## src/rtl/display_char_feeder_if.sv

```systemverilog
// Host-to-terminal character feeder bus: host push side plus terminal handshake side.
// master = host/terminal environment, slave = display_char_feeder.
interface display_char_feeder_if;
    logic       wr_en;
    logic [7:0] wr_data;
    logic       full;
    logic       empty;
    logic       overflow;
    logic       busy;
    logic [7:1] rd;
    logic       da;
    logic       rda_n;

    modport master (
        output wr_en, wr_data, rda_n,
        input  full, empty, overflow, busy, rd, da
    );

    modport slave (
        input  wr_en, wr_data, rda_n,
        output full, empty, overflow, busy, rd, da
    );
endinterface

```

## src/rtl/display_char_feeder.sv

```systemverilog
// Buffers host ASCII bytes and presents them one at a time to the display terminal (rd/da, rda_n ack).
// Optional build macro FEEDER_UPCASE_EN: lower-case letters are sent as upper case.
module display_char_feeder #(
    parameter int unsigned DEPTH     = 16,
    parameter int unsigned SETUP_CYC = 2
) (
    input  logic                 clk,
    input  logic                 mr_n,
    display_char_feeder_if.slave bus
);

    localparam int unsigned PTR_W  = $clog2(DEPTH);
    localparam int unsigned CNT_W  = PTR_W + 1;
    localparam int unsigned SCNT_W = 4;

    typedef enum logic [1:0] {
        S_IDLE    = 2'd0,
        S_SETUP   = 2'd1,
        S_ASSERT  = 2'd2,
        S_RELEASE = 2'd3
    } state_e;

    logic [6:0]        mem [DEPTH];
    logic [PTR_W-1:0]  wr_ptr_q, wr_ptr_d;
    logic [PTR_W-1:0]  rd_ptr_q, rd_ptr_d;
    logic [CNT_W-1:0]  count_q, count_d;
    logic              full_q, full_d;
    logic              empty_q, empty_d;
    logic              overflow_q, overflow_d;
    logic              sync1_q, rda_s_q;
    state_e            state_q, state_d;
    logic [SCNT_W-1:0] scnt_q, scnt_d;
    logic [6:0]        rd_q, rd_d;
    logic              da_q, da_d;
    logic              busy_q, busy_d;
    logic              push_c, pop_c;
    logic [6:0]        head_c, load_c;
    logic              unused_wr_bit7;

    assign unused_wr_bit7 = bus.wr_data[7];
    assign head_c         = mem[rd_ptr_q];

    // Character presented to the terminal for the current head byte
`ifdef FEEDER_UPCASE_EN
    assign load_c = (head_c >= 7'h61 && head_c <= 7'h7A) ? head_c - 7'h20 : head_c;
`else
    assign load_c = head_c;
`endif

    // FIFO bookkeeping and handshake sequencing
    always_comb begin
        pop_c      = (state_q == S_IDLE) && !empty_q;
        // A pop in the same cycle frees the slot, so a push while full is legal then
        push_c     = bus.wr_en && (!full_q || pop_c);
        overflow_d = overflow_q | (bus.wr_en && full_q && !pop_c);

        wr_ptr_d = push_c ? wr_ptr_q + PTR_W'(1) : wr_ptr_q;
        rd_ptr_d = pop_c  ? rd_ptr_q + PTR_W'(1) : rd_ptr_q;
        count_d  = count_q;
        if (push_c && !pop_c) begin
            count_d = count_q + CNT_W'(1);
        end else if (!push_c && pop_c) begin
            count_d = count_q - CNT_W'(1);
        end
        full_d  = (count_d == CNT_W'(DEPTH));
        empty_d = (count_d == CNT_W'(0));

        state_d = state_q;
        scnt_d  = scnt_q;
        rd_d    = rd_q;
        da_d    = da_q;
        case (state_q)
            S_IDLE: begin
                da_d = 1'b0;
                if (pop_c) begin
                    rd_d    = load_c;
                    scnt_d  = SCNT_W'(SETUP_CYC);
                    state_d = S_SETUP;
                end
            end
            S_SETUP: begin
                da_d = 1'b0;
                if (scnt_q != SCNT_W'(0)) begin
                    scnt_d = scnt_q - SCNT_W'(1);
                end
                // Counter reaching zero on this edge; wait out any ack still held low
                if (scnt_q <= SCNT_W'(1) && rda_s_q) begin
                    da_d    = 1'b1;
                    state_d = S_ASSERT;
                end
            end
            S_ASSERT: begin
                if (!rda_s_q) begin
                    da_d    = 1'b0;
                    state_d = S_RELEASE;
                end
            end
            S_RELEASE: begin
                da_d = 1'b0;
                if (rda_s_q) begin
                    state_d = S_IDLE;
                end
            end
            default: begin
                da_d    = 1'b0;
                state_d = S_IDLE;
            end
        endcase
        busy_d = (state_d != S_IDLE);
    end

    always_ff @(posedge clk or negedge mr_n) begin
        if (!mr_n) begin
            wr_ptr_q   <= '0;
            rd_ptr_q   <= '0;
            count_q    <= '0;
            full_q     <= 1'b0;
            empty_q    <= 1'b1;
            overflow_q <= 1'b0;
            sync1_q    <= 1'b1;
            rda_s_q    <= 1'b1;
            state_q    <= S_IDLE;
            scnt_q     <= '0;
            rd_q       <= 7'h00;
            da_q       <= 1'b0;
            busy_q     <= 1'b0;
        end else begin
            wr_ptr_q   <= wr_ptr_d;
            rd_ptr_q   <= rd_ptr_d;
            count_q    <= count_d;
            full_q     <= full_d;
            empty_q    <= empty_d;
            overflow_q <= overflow_d;
            sync1_q    <= bus.rda_n;
            rda_s_q    <= sync1_q;
            state_q    <= state_d;
            scnt_q     <= scnt_d;
            rd_q       <= rd_d;
            da_q       <= da_d;
            busy_q     <= busy_d;
        end
    end

    // Storage needs no reset; occupancy tracking alone defines valid entries
    always_ff @(posedge clk) begin
        if (push_c) begin
            mem[wr_ptr_q] <= bus.wr_data[6:0];
        end
    end

    assign bus.full     = full_q;
    assign bus.empty    = empty_q;
    assign bus.overflow = overflow_q;
    assign bus.busy     = busy_q;
    assign bus.rd       = rd_q;
    assign bus.da       = da_q;

endmodule

```

## src/flat_wrapper.sv

```systemverilog
// flat-port wrapper written by rule: the top's interface ports become plain ports
module display_char_feeder_flat 
#(
    parameter int unsigned DEPTH     = 16,
    parameter int unsigned SETUP_CYC = 2
)
  (clk, mr_n, bus_wr_en, bus_wr_data, bus_rda_n, bus_full, bus_empty, bus_overflow, bus_busy, bus_rd, bus_da);
  display_char_feeder_if bus_i ();
  input  logic clk;
  input  logic mr_n;
  input wire logic [$bits(bus_i.wr_en)-1:0] bus_wr_en;
  input wire logic [$bits(bus_i.wr_data)-1:0] bus_wr_data;
  input wire logic [$bits(bus_i.rda_n)-1:0] bus_rda_n;
  output wire logic [$bits(bus_i.full)-1:0] bus_full;
  output wire logic [$bits(bus_i.empty)-1:0] bus_empty;
  output wire logic [$bits(bus_i.overflow)-1:0] bus_overflow;
  output wire logic [$bits(bus_i.busy)-1:0] bus_busy;
  output wire logic [$bits(bus_i.rd)-1:0] bus_rd;
  output wire logic [$bits(bus_i.da)-1:0] bus_da;
  assign bus_i.wr_en = bus_wr_en;
  assign bus_i.wr_data = bus_wr_data;
  assign bus_i.rda_n = bus_rda_n;
  assign bus_full = bus_i.full;
  assign bus_empty = bus_i.empty;
  assign bus_overflow = bus_i.overflow;
  assign bus_busy = bus_i.busy;
  assign bus_rd = bus_i.rd;
  assign bus_da = bus_i.da;
  display_char_feeder #(.DEPTH(DEPTH), .SETUP_CYC(SETUP_CYC)) u_core (.clk(clk), .mr_n(mr_n), .bus(bus_i));
endmodule
```

## config.mk

```make
export PLATFORM = sky130hd
export DESIGN_NAME = display_char_feeder_flat
export DESIGN_NICKNAME = d
export VERILOG_FILES = /design/src/rtl/display_char_feeder_if.sv /design/src/rtl/display_char_feeder.sv /design/src/flat_wrapper.sv
export SDC_FILE = /design/constraint.sdc
export NUM_CORES = 1
export LEC_CHECK = 0
export ABC_AREA = 1
export CAP_MARGIN = 20
export CORE_ASPECT_RATIO = 1.4
export CORE_MARGIN = 2
export CORE_UTILIZATION = 62
export DETAILED_ROUTE_END_ITERATION = 12
export PLACE_DENSITY_LB_ADDON = 0.05
export SLEW_MARGIN = 25
export SYNTH_ARGS = -nofsm -noshare
export SYNTH_HDL_FRONTEND = slang
export SYNTH_SLANG_ARGS = --single-unit
```

## constraint.sdc

```tcl
create_clock -name clk -period 3.5 [get_ports clk]
set_input_delay 0.7 -clock clk [delete_from_list [all_inputs] [get_ports clk]]
set_output_delay 0.7 -clock clk [all_outputs]
set_load 0.1 [all_outputs]
```

# After elaboration in Yosys (flattened, before gate mapping)
# Memory sizes are Yosys's and may differ from the RTL's. A register that Yosys moved wholly into a read port is not among the register bits.
# Cells that the tools add are included.
[classes]
addsub = 5
n_mul = 0
n_div = 0
magnitude_cmp = 1
n_eq_ne = 7
shift = 0
muxes = 15
n_bitwise = 1
n_reduce_logical = 21
[op_table]
columns = ["operator", "n"]
rows = [
  ["$mux W5", 2],
  ["$add A4 B1 Y4 const B", 2],
  ["$mux W2", 4],
  ["$mux W4", 2],
  ["$pmux W2 S4", 1],
  ["$pmux W4 S2", 1],
  ["$logic_and A1 B1 Y1", 7],
  ["$add A5 B1 Y5 const B", 1],
  ["$eq A5 B5 Y1 const B", 1],
  ["$logic_not A1 Y1", 5],
  ["$logic_not A5 Y1", 1],
  ["$sub A5 B1 Y5 const B", 1],
  ["$eq A2 B2 Y1 const B", 2],
  ["$le A4 B1 Y1 const B", 1],
  ["$mux W1", 4],
  ["$ne A2 B1 Y1 const B", 2],
  ["$reduce_bool A2 Y1", 2],
  ["$reduce_bool A4 Y1", 1],
  ["$sub A4 B1 Y4 const B", 1],
  ["$pmux W1 S3", 1],
  ["$reduce_and A3 Y1", 1],
  ["$eq A2 B1 Y1 const B", 1],
  ["$logic_not A2 Y1", 1],
  ["$ne A2 B2 Y1 const B", 1],
  ["4 further kinds", 4],
]
[word_totals]
register_bits = 26
latchBits = 0
mem_bits_rw = 112
rom_bits = 0
output_inout_bits = 12
mem_count = 1
[mem_list]
columns = ["name", "words", "width", "rd", "rd_ports_with_merged_regs", "wr", "line", "rtl"]
rows = [
  ["u_core.mem", 16, 7, 1, 1, 1, "display_char_feeder.sv:23", "logic [6:0] mem [DEPTH];"],
]

# Longest topological paths before layout
# Gate-level depths: netlist of the first run.
[depth]
word_depth = 9
ltp_mapped = 11

# Worst setup path after synthesis of the first run
# OpenSTA, ideal clock, no wires.
[synth_path]
kind = "flip-flop to flip-flop"
from = "register u_core.full_q (netlist: u_core.bus.full)"
to = "memory u_core.mem[11][0] (enable)"
setup_time_ns = 0.360
t_arrival_ns = 1.645
slack_ns = 1.495
stages_incl_launch_ff = 4
synth_period_minus_slack_ns = 2.005
cell_sequence = "dfrtp_1 -> a21oi_4 -> nand2_1 -> nor2_1"
[synth_between]
elab_chain_cells = 5
[synth_rtl]
columns = ["item", "line", "rtl"]
rows = [
  ["start: declaration", "display_char_feeder.sv:27", "logic full_q, full_d;"],
  ["start signal: assignment", "display_char_feeder.sv:131", "full_q <= full_d;"],
  ["$logic_not A1 Y1", "display_char_feeder.sv:54", "push_c = bus.wr_en && (!full_q || pop_c);"],
  ["$logic_or A1 B1 Y1", "display_char_feeder.sv:54", ""],
  ["$logic_and A1 B1 Y1", "display_char_feeder.sv:54", ""],
  ["$mux W1", "display_char_feeder.sv:146", "if (push_c) begin"],
  ["$mux W1 (not written as such)", "display_char_feeder.sv:147", "mem[wr_ptr_q] <= bus.wr_data[6:0];"],
  ["end: declaration", "display_char_feeder.sv:23", ""],
]
# Every way passes these cells.

# Final worst setup path of the first run
[layout_path]
from = "register u_core.rd_q[0] (netlist: u_core.bus.rd[1]), read port of u_core.mem"
to = "output bus_rd[0]"
[layout_rtl]
columns = ["item", "line", "rtl"]
rows = [
  ["start: declaration", "display_char_feeder.sv:33", "logic [6:0] rd_q, rd_d;"],
  ["end: declaration", "flat_wrapper.sv:18", "output wire logic [$bits(bus_i.rd)-1:0] bus_rd;"],
]
# No word-level cell between the ends.

==> results of run 1 <==
power breakdown:
part | switching (W) | leakage [nW] | total [W] | internal (W)
logic | 0.00175 | 1.09 | 0.00240 | 0.000655
clock network | 0.000703 | 0.319 | 0.00198 | 0.00127
registers | 0.000194 | 1.40 | 0.00236 | 0.00217
per-stage QoR:
step | instance area, sq um | instances | setup WS, ns | total power [W]
4_1_cts | 7099 | 727 | 0.8761 | 0.006761
6_report | 7099 | 727 | 0.8894 | 0.006741
3_3_place_gp | 6445 | 695 | 0.7603 | 0.004708
2_1_floorplan | 6146 | 558 | 1.495 | 0.004207
5_1_grt | 7099 | 727 | 0.8378 | 0.007110
3_5_place_dp | 6445 | 695 | 0.6968 | 0.004788
logic make-up after synthesis:
| logic type | after synthesis | synth area share (%) |
|---|---|---|
| AOI/OAI and AO/OA | 24 | 2.321 |
| xor gates and xnor gates | 12 | 1.710 |
| adders and majority gates | 10 | 2.036 |
| buffers and inverters | 50 | 3.461 |
| DFF | 145 | 68.22 |
| and+or+nand+nor | 317 | 22.25 |
worst register-to-register path, cell delays in order (launching register included):
cell	delay, ns
dfrtp_1	0.43
nor2_2	0.22
nand2_4	0.19
a21oi_4	0.30
nand2_1	0.20
nor2_1	0.53
final cells by class:
type | instances | area share [%]
clock buffers | 17 | 5.992
clock inverters | 15 | 3.225
inverters | 26 | 1.375
multi-input cells | 363 | 24.52
flip-flops and latches | 145 | 59.06
well taps | 135 | 2.379
repair buffers | 26 | 3.454
flip-flops by register name (all words and copies together), names as in the netlist:
signal and cells:
u_core.count_q 5, u_core.bus.empty 1, u_core.state_q 2, u_core.bus.full 1, u_core.bus.busy 1, u_core.scnt_q 4, u_core.rda_s_q 1, u_core.rd_ptr_q 4
u_core.bus.rd 7, u_core.mem 112, u_core.sync1_q 1, u_core.wr_ptr_q 4, u_core.bus.da 1, u_core.bus.overflow 1
worst max path at each step:
| stage | startpoint | endpoint | depth (start not counted) |
|---|---|---|---|
| after global placement | bus_wr_en | u_core.mem[7][0] | 5 |
| after CTS | u_core.bus.rd[7] | bus_rd[6] | 1 |
| final | u_core.bus.rd[1] | bus_rd[0] | 1 |
| after detailed placement | bus_wr_en | u_core.mem[10][4] | 5 |
| after floorplan | u_core.bus.full | u_core.mem[11][0] | 3 |
| after global routing | u_core.bus.rd[1] | bus_rd[0] | 1 |
routing by layer:
metal,wire [um],vias up,track usage [%],share of wire [%]
li1,-,1947,-,-
met1,4758,1882,28.64,40
met2,6426,125,43.32,54
met3,544,18,4.878,4.6
met4,172,0,9.375,1.4
met5,0,-,0,0
cells in the final DEF, fill, tap and decap left out, drive strengths merged:
master | synthesis | routed
nand2 | 171 | 171
edfxtp | 112 | 112
nand3 | 102 | 102
nor2 | 39 | 39
dfrtp | 30 | 30
inv | 25 | 30
clkdlybuf4s50 | 0 | 20
clkbuf | 8 | 17
a21oi | 15 | 15
xor2 | 11 | 11
ha | 10 | 10
buf | 16 | 6
o21ai | 5 | 5
bufinv | 0 | 5
clkinv | 1 | 5
nand4 | 3 | 3
dfstp | 3 | 3
nor3 | 2 | 2
a31o | 2 | 2
o211ai | 1 | 1
a31oi | 1 | 1
xnor2 | 1 | 1
clkinvlp | 0 | 1
==> flow_summary_export.csv, run 1 <==
group,metric,value,unit
synth,syn_area,0.006146,sq mm
clocking,root_buffer,"clkbuf_16",
clocking,cts_buffers,17,
synth,synthCells,558,
synth,yosysTopAreaCell,"edfxtp_1",
clocking,ctsHoldBuffers,0,
layout,drive_gt1_share,9.122,%
placed_design,hpwl,7807,um
timing,relSlewSlack,35.10,%
setup_path,worstPathMaxFanout,2,
synth,syn_nets,580,
clocking,cts_setup_buffers,0,
floorplanning,die_height,121.8,um
synth,yosysMostFrequentCell,"nand2_1",
drt,drt_iter0_markers,330,
setup_path,endpoint_kind,"output pin",
clocking,htree_levels,4,
timing,setup_viol,0,
worst_hold_path,hp-class,"flop to flop",
synth,synth-seq-area-share,68.22,%
layout,seqCellArea,0.004193,sq mm
setup_path,crit_buf_inv,1,
global_route,grt_pass1_wl,18860,um
worst_hold_path,hold_start,"u_core.sync1_q",
setup_path,required,2.80,ns
power,p_per_area,949.5,mW/mm^2
timing,grt_setup_unrepaired,"no",
drt,remaining_drc_errors,0,
setup_path,rr_worst_depth,5,
timing,period_needed,2.611,ns
global_route,antenna_found_initial,0,
setup_path,crit_type,"flop to output pin",
setup_path,r2r_start,"u_core.state_q[1]",
global_route,overflow,0,
clocking,post_cts_resized,0,
synth,synth_common_cells,"169 x nand2_1, 112 x edfxtp_1, 100 x nand3_1, 36 x nor2_1, 30 x dfrtp_1",
drt,routedWlPerCell,16.37,um
layout,final_core_util,72.50,%
drt,num_vias,3972,
drt,drt_pass1_iterations,7,
synth,yosysUniqueCellTypes,30,
synth,ys_ff_latch,145,
synth,async_flop_share,22.76,%
worst_hold_path,worstHoldEndpoint,"u_core.rda_s_q",
drt,wl,11900,um
placed_design,gp_congestion,0.8416,
clocking,clk_latency,0.42,ns
placed_design,io_buffers,22,
setup_path,slowest_stage,"clkdlybuf4s50_1",
setup_path,max_stage_delay,1.14,ns
layout,antennaDiodeCount,0,
power,vdd_drop_max,0.4616,mV
clocking,clk_pin_slew,0.06,ns
setup_path,cp_cell_sequence,"clkdlybuf4s50_1",
floorplanning,num_rows,43,
drt,detail-route-antenna-nets,0,
layout,multiInputGateArea,0.001740,sq mm
global_route,grt.total_usage,24.30,%
timing,finalHoldViolCount,0,
setup_path,critPathLaunchType,"flop",
synth,synthTopCellsByArea,"edfxtp_1 55%, dfrtp_1 12%, nand2_1 10%",
run,max_cap_violations,0,
layout,area_delta_synth_final,15.51,%
drt,avgViaCountPerCell,5.464,
clocking,cts_buffer_depth,2,
setup_path,rrSetupSlack,1.27,ns
outcome,status,"finished clean",
timing,whs,0.3589,ns
setup_path,cp_data_arrival_time,1.91,ns
timing,finalSetupTns,0,ns
synth,synth_flop_cell,"edfxtp_1",
synth,synth.avg_cell_area,11.01,sq um
global_route,first_global_vias,3879,
floorplanning,die_w,88.15,um
setup_path,cp_top_family,"buffers and inverters",
clocking,cts_tree,"yes",
synth,synth_edf_count,112,
setup_path,worstReg2RegEnd,"u_core.mem[10][2]",
layout,fin_nets,601,
worst_hold_path,hold_depth,0,
timing,max_freq,0.3831,GHz
timing,finalCritPeriodShare,74.59,%
floorplanning,io_pins,24,
clocking,cts.sinks,145,
synth,yosys_warnings,0,
floorplanning,core-area,0.009792,sq mm
timing,maxSlewViolCount,0,
synth,yosysTopAreaCellShare,54.72,%
floorplanning,die_area,0.01074,sq mm
power,leakage,2.812,nW
timing,tightest_slew,0.9705,ns
floorplanning,initial_core_util,62.77,%
timing,skew,0.008167,ns
layout,fill_cells,692,
global_route,grt_max_degree,59,
Note: power is estimated with default switching activity, not from simulation.
==> inputs of run 2 (changes only) <==
--- a/config.mk
+++ b/config.mk
@@ -9,7 +9,7 @@
 export CAP_MARGIN = 20
 export CORE_ASPECT_RATIO = 1.4
 export CORE_MARGIN = 2
-export CORE_UTILIZATION = 62
+export CORE_UTILIZATION = 54
 export DETAILED_ROUTE_END_ITERATION = 12
 export PLACE_DENSITY_LB_ADDON = 0.05
 export SLEW_MARGIN = 25
==> constraint.sdc (replaced) <==
create_clock -name clk -period 2.4 [get_ports clk]
set_input_delay 0.48 -clock clk [delete_from_list [all_inputs] [get_ports clk]]
set_output_delay 0.48 -clock clk [all_outputs]
set_load 0.1 [all_outputs]
==> run 2 against run 1 <==
Die area grew 14%; critical endpoint is now u_core.mem[3][3]; sequential share of layout area fell by 0.95 points; clock skew up 0.0014 ns; largest cell class unchanged; sequential cell count did not move; clock-buffer cell count stayed put; cell count increased by 4.3%; sequential power is 44% higher; first-iteration DRC count shrank 17%; worst hold slack worse by 0.0033 ns; worst setup slack worse by 0.44 ns.
==> flow_summary_export.csv, run 2 (synthesized netlist as in run 1, its figures left out) <==
group,metric,value,unit
clocking,clk_latency,0.41,ns
clocking,post_cts_resized,0,
global_route,first_global_vias,4071,
global_route,grt_pass1_wl,20570,um
setup_path,required,2.52,ns
power,p_int,0.005825,W
power,power_switching,0.003893,W
placed_design,io_buffers,22,
clocking,clk_pin_slew,0.06,ns
timing,finalHoldViolCount,0,
placed_design,dp_cells,726,
floorplanning,die_height,130.2,um
power,p_per_area,1346,mW/mm^2
setup_path,crit_type,"flop to flop",
floorplanning,initial_core_util,54.76,%
power,p_seq_share,35.1,%
layout,regMostFlops,"u_core.mem",
outcome,status,"finished clean",
global_route,grt_max_degree,59,
layout,final_common_cell,"nand2_1",
clocking,root_buffer,"clkbuf_16",
global_route,grt.total_usage,22.88,%
placed_design,post-place-ws,0.2292,ns
drt,remaining_drc_errors,0,
drt,detail-route-antenna-nets,0,
clocking,cts_tree,"yes",
power,power,0.009717,W
floorplanning,core-area,0.01122,sq mm
timing,finalSetupTns,0,ns
drt,drt_pass1_iterations,5,
layout,fin_nets,623,
timing,grt_setup_unrepaired,"no",
clocking,ctsHoldBuffers,0,
timing,setup_viol,0,
floorplanning,io_pins,24,
layout,area_delta_synth_final,17.43,%
clocking,cts_setup_buffers,0,
timing,skew,0.009551,ns
power,vdd_drop_max,0.7030,mV
timing,max_freq,0.5117,GHz
placed_design,hpwl,8535,um
setup_path,worstPathMaxFanout,17,
layout,largest_reg_flops,112,
clocking,cts_buffers,17,
floorplanning,die_w,94.17,um
global_route,antenna_found_initial,0,
setup_path,endpoint_kind,"flop",
drt,num_vias,4022,
floorplanning,num_rows,46,
drt,drt_iter0_markers,273,
timing,whs,0.3556,ns
clocking,htree_levels,4,
drt,wl,12850,um
layout,fin_cells,758,
layout,mostFrequentLayoutCells,"169 x nand2_1, 112 x edfxtp_1, 100 x nand3_1, 37 x buf_4, 36 x nor2_1",
timing,worst_slack,0.4458,ns
global_route,overflow,0,
clocking,cts_buffer_depth,2,
setup_path,critPathLaunchType,"flop",
power,power_frac_clock,27.3,%
power,leakage,2.904,nW
drt,routedWlPerCell,16.95,um
floorplanning,die_area,0.01226,sq mm
worst_hold_path,hp-class,"flop to flop",
layout,antennaDiodeCount,0,
timing,finalCritPeriodShare,81.42,%
power,p_comb_share,37.6,%
timing,maxSlewViolCount,0,
setup_path,cp_data_arrival_time,2.07,ns
clocking,cts.sinks,145,
drt,avgViaCountPerCell,5.306,
power,netSwitchingFraction,40.06,%
run,max_cap_violations,0,
timing,tightest_slew,0.6984,ns
placed_design,gp_congestion,0.7890,
layout,drive_gt1_share,14.01,%
timing,relSlewSlack,53.30,%
timing,period_needed,1.954,ns
## run 2: path summary, 6_finish.rpt
kind	startpoint	endpoint	slack, ns	cells past startpoint
min	u_core.sync1_q	u_core.rda_s_q	0.36	0
max in group asynchronous	mr_n	u_core.bus.empty	1.59	2
max	u_core.state_q[1]	u_core.mem[3][3]	0.45	6
min in group asynchronous	mr_n	u_core.scnt_q[0]	0.47	2
min reg2reg	u_core.sync1_q	u_core.rda_s_q	0.36	0
max reg2reg	u_core.state_q[1]	u_core.mem[3][3]	0.45	6
## run 2: per-stage QoR
step	area, sq um	utilization, %
after CTS	7217	64.30
after global routing	7217	64.30
after detailed placement	6610	58.90
after global placement	6610	58.90
after floorplan	6146	-
final	7217	64.30
## run 2: area by class of cell
type                    instances  area [sq um]
inverters                      26         97.59
multi-input cells             363          1740
repair buffers                 48         397.9
clock inverters                15         181.4
well taps                     144         180.2
flip-flops and latches        145          4194
fillers                       897          4006
clock buffers                  17         425.4
## run 2: power by group through the flow
stage                     Sequential (W)  Clock (W)  Combinational, W
after CTS                        0.00341    0.00270           0.00369
after detailed placement         0.00346          0           0.00368
final                            0.00341    0.00266           0.00365
after floorplan                  0.00403          0           0.00210
after global routing             0.00345    0.00283           0.00406
after global placement           0.00344          0           0.00360
## run 2: worst max-delay path, stage by stage, from the launching register on
cell and delay, ns:
dfrtp_1 0.42, nor2_2 0.19, nand2_4 0.17, a21oi_4 0.29, nand2_1 0.25, nor2_1 0.15
buf_4 0.18
## run 2: layer usage
layer / vias to the layer above / wire length [um] / share of wire [%] / track usage [%]
met2: 86 / 6824 / 53 / 38.74
met3: 15 / 525 / 4.1 / 5.023
met4: 0 / 240 / 1.9 / 9.122
met5: - / 0 / 0 / 0
li1: 1988 / - / - / -
met1: 1933 / 5256 / 41 / 28.74
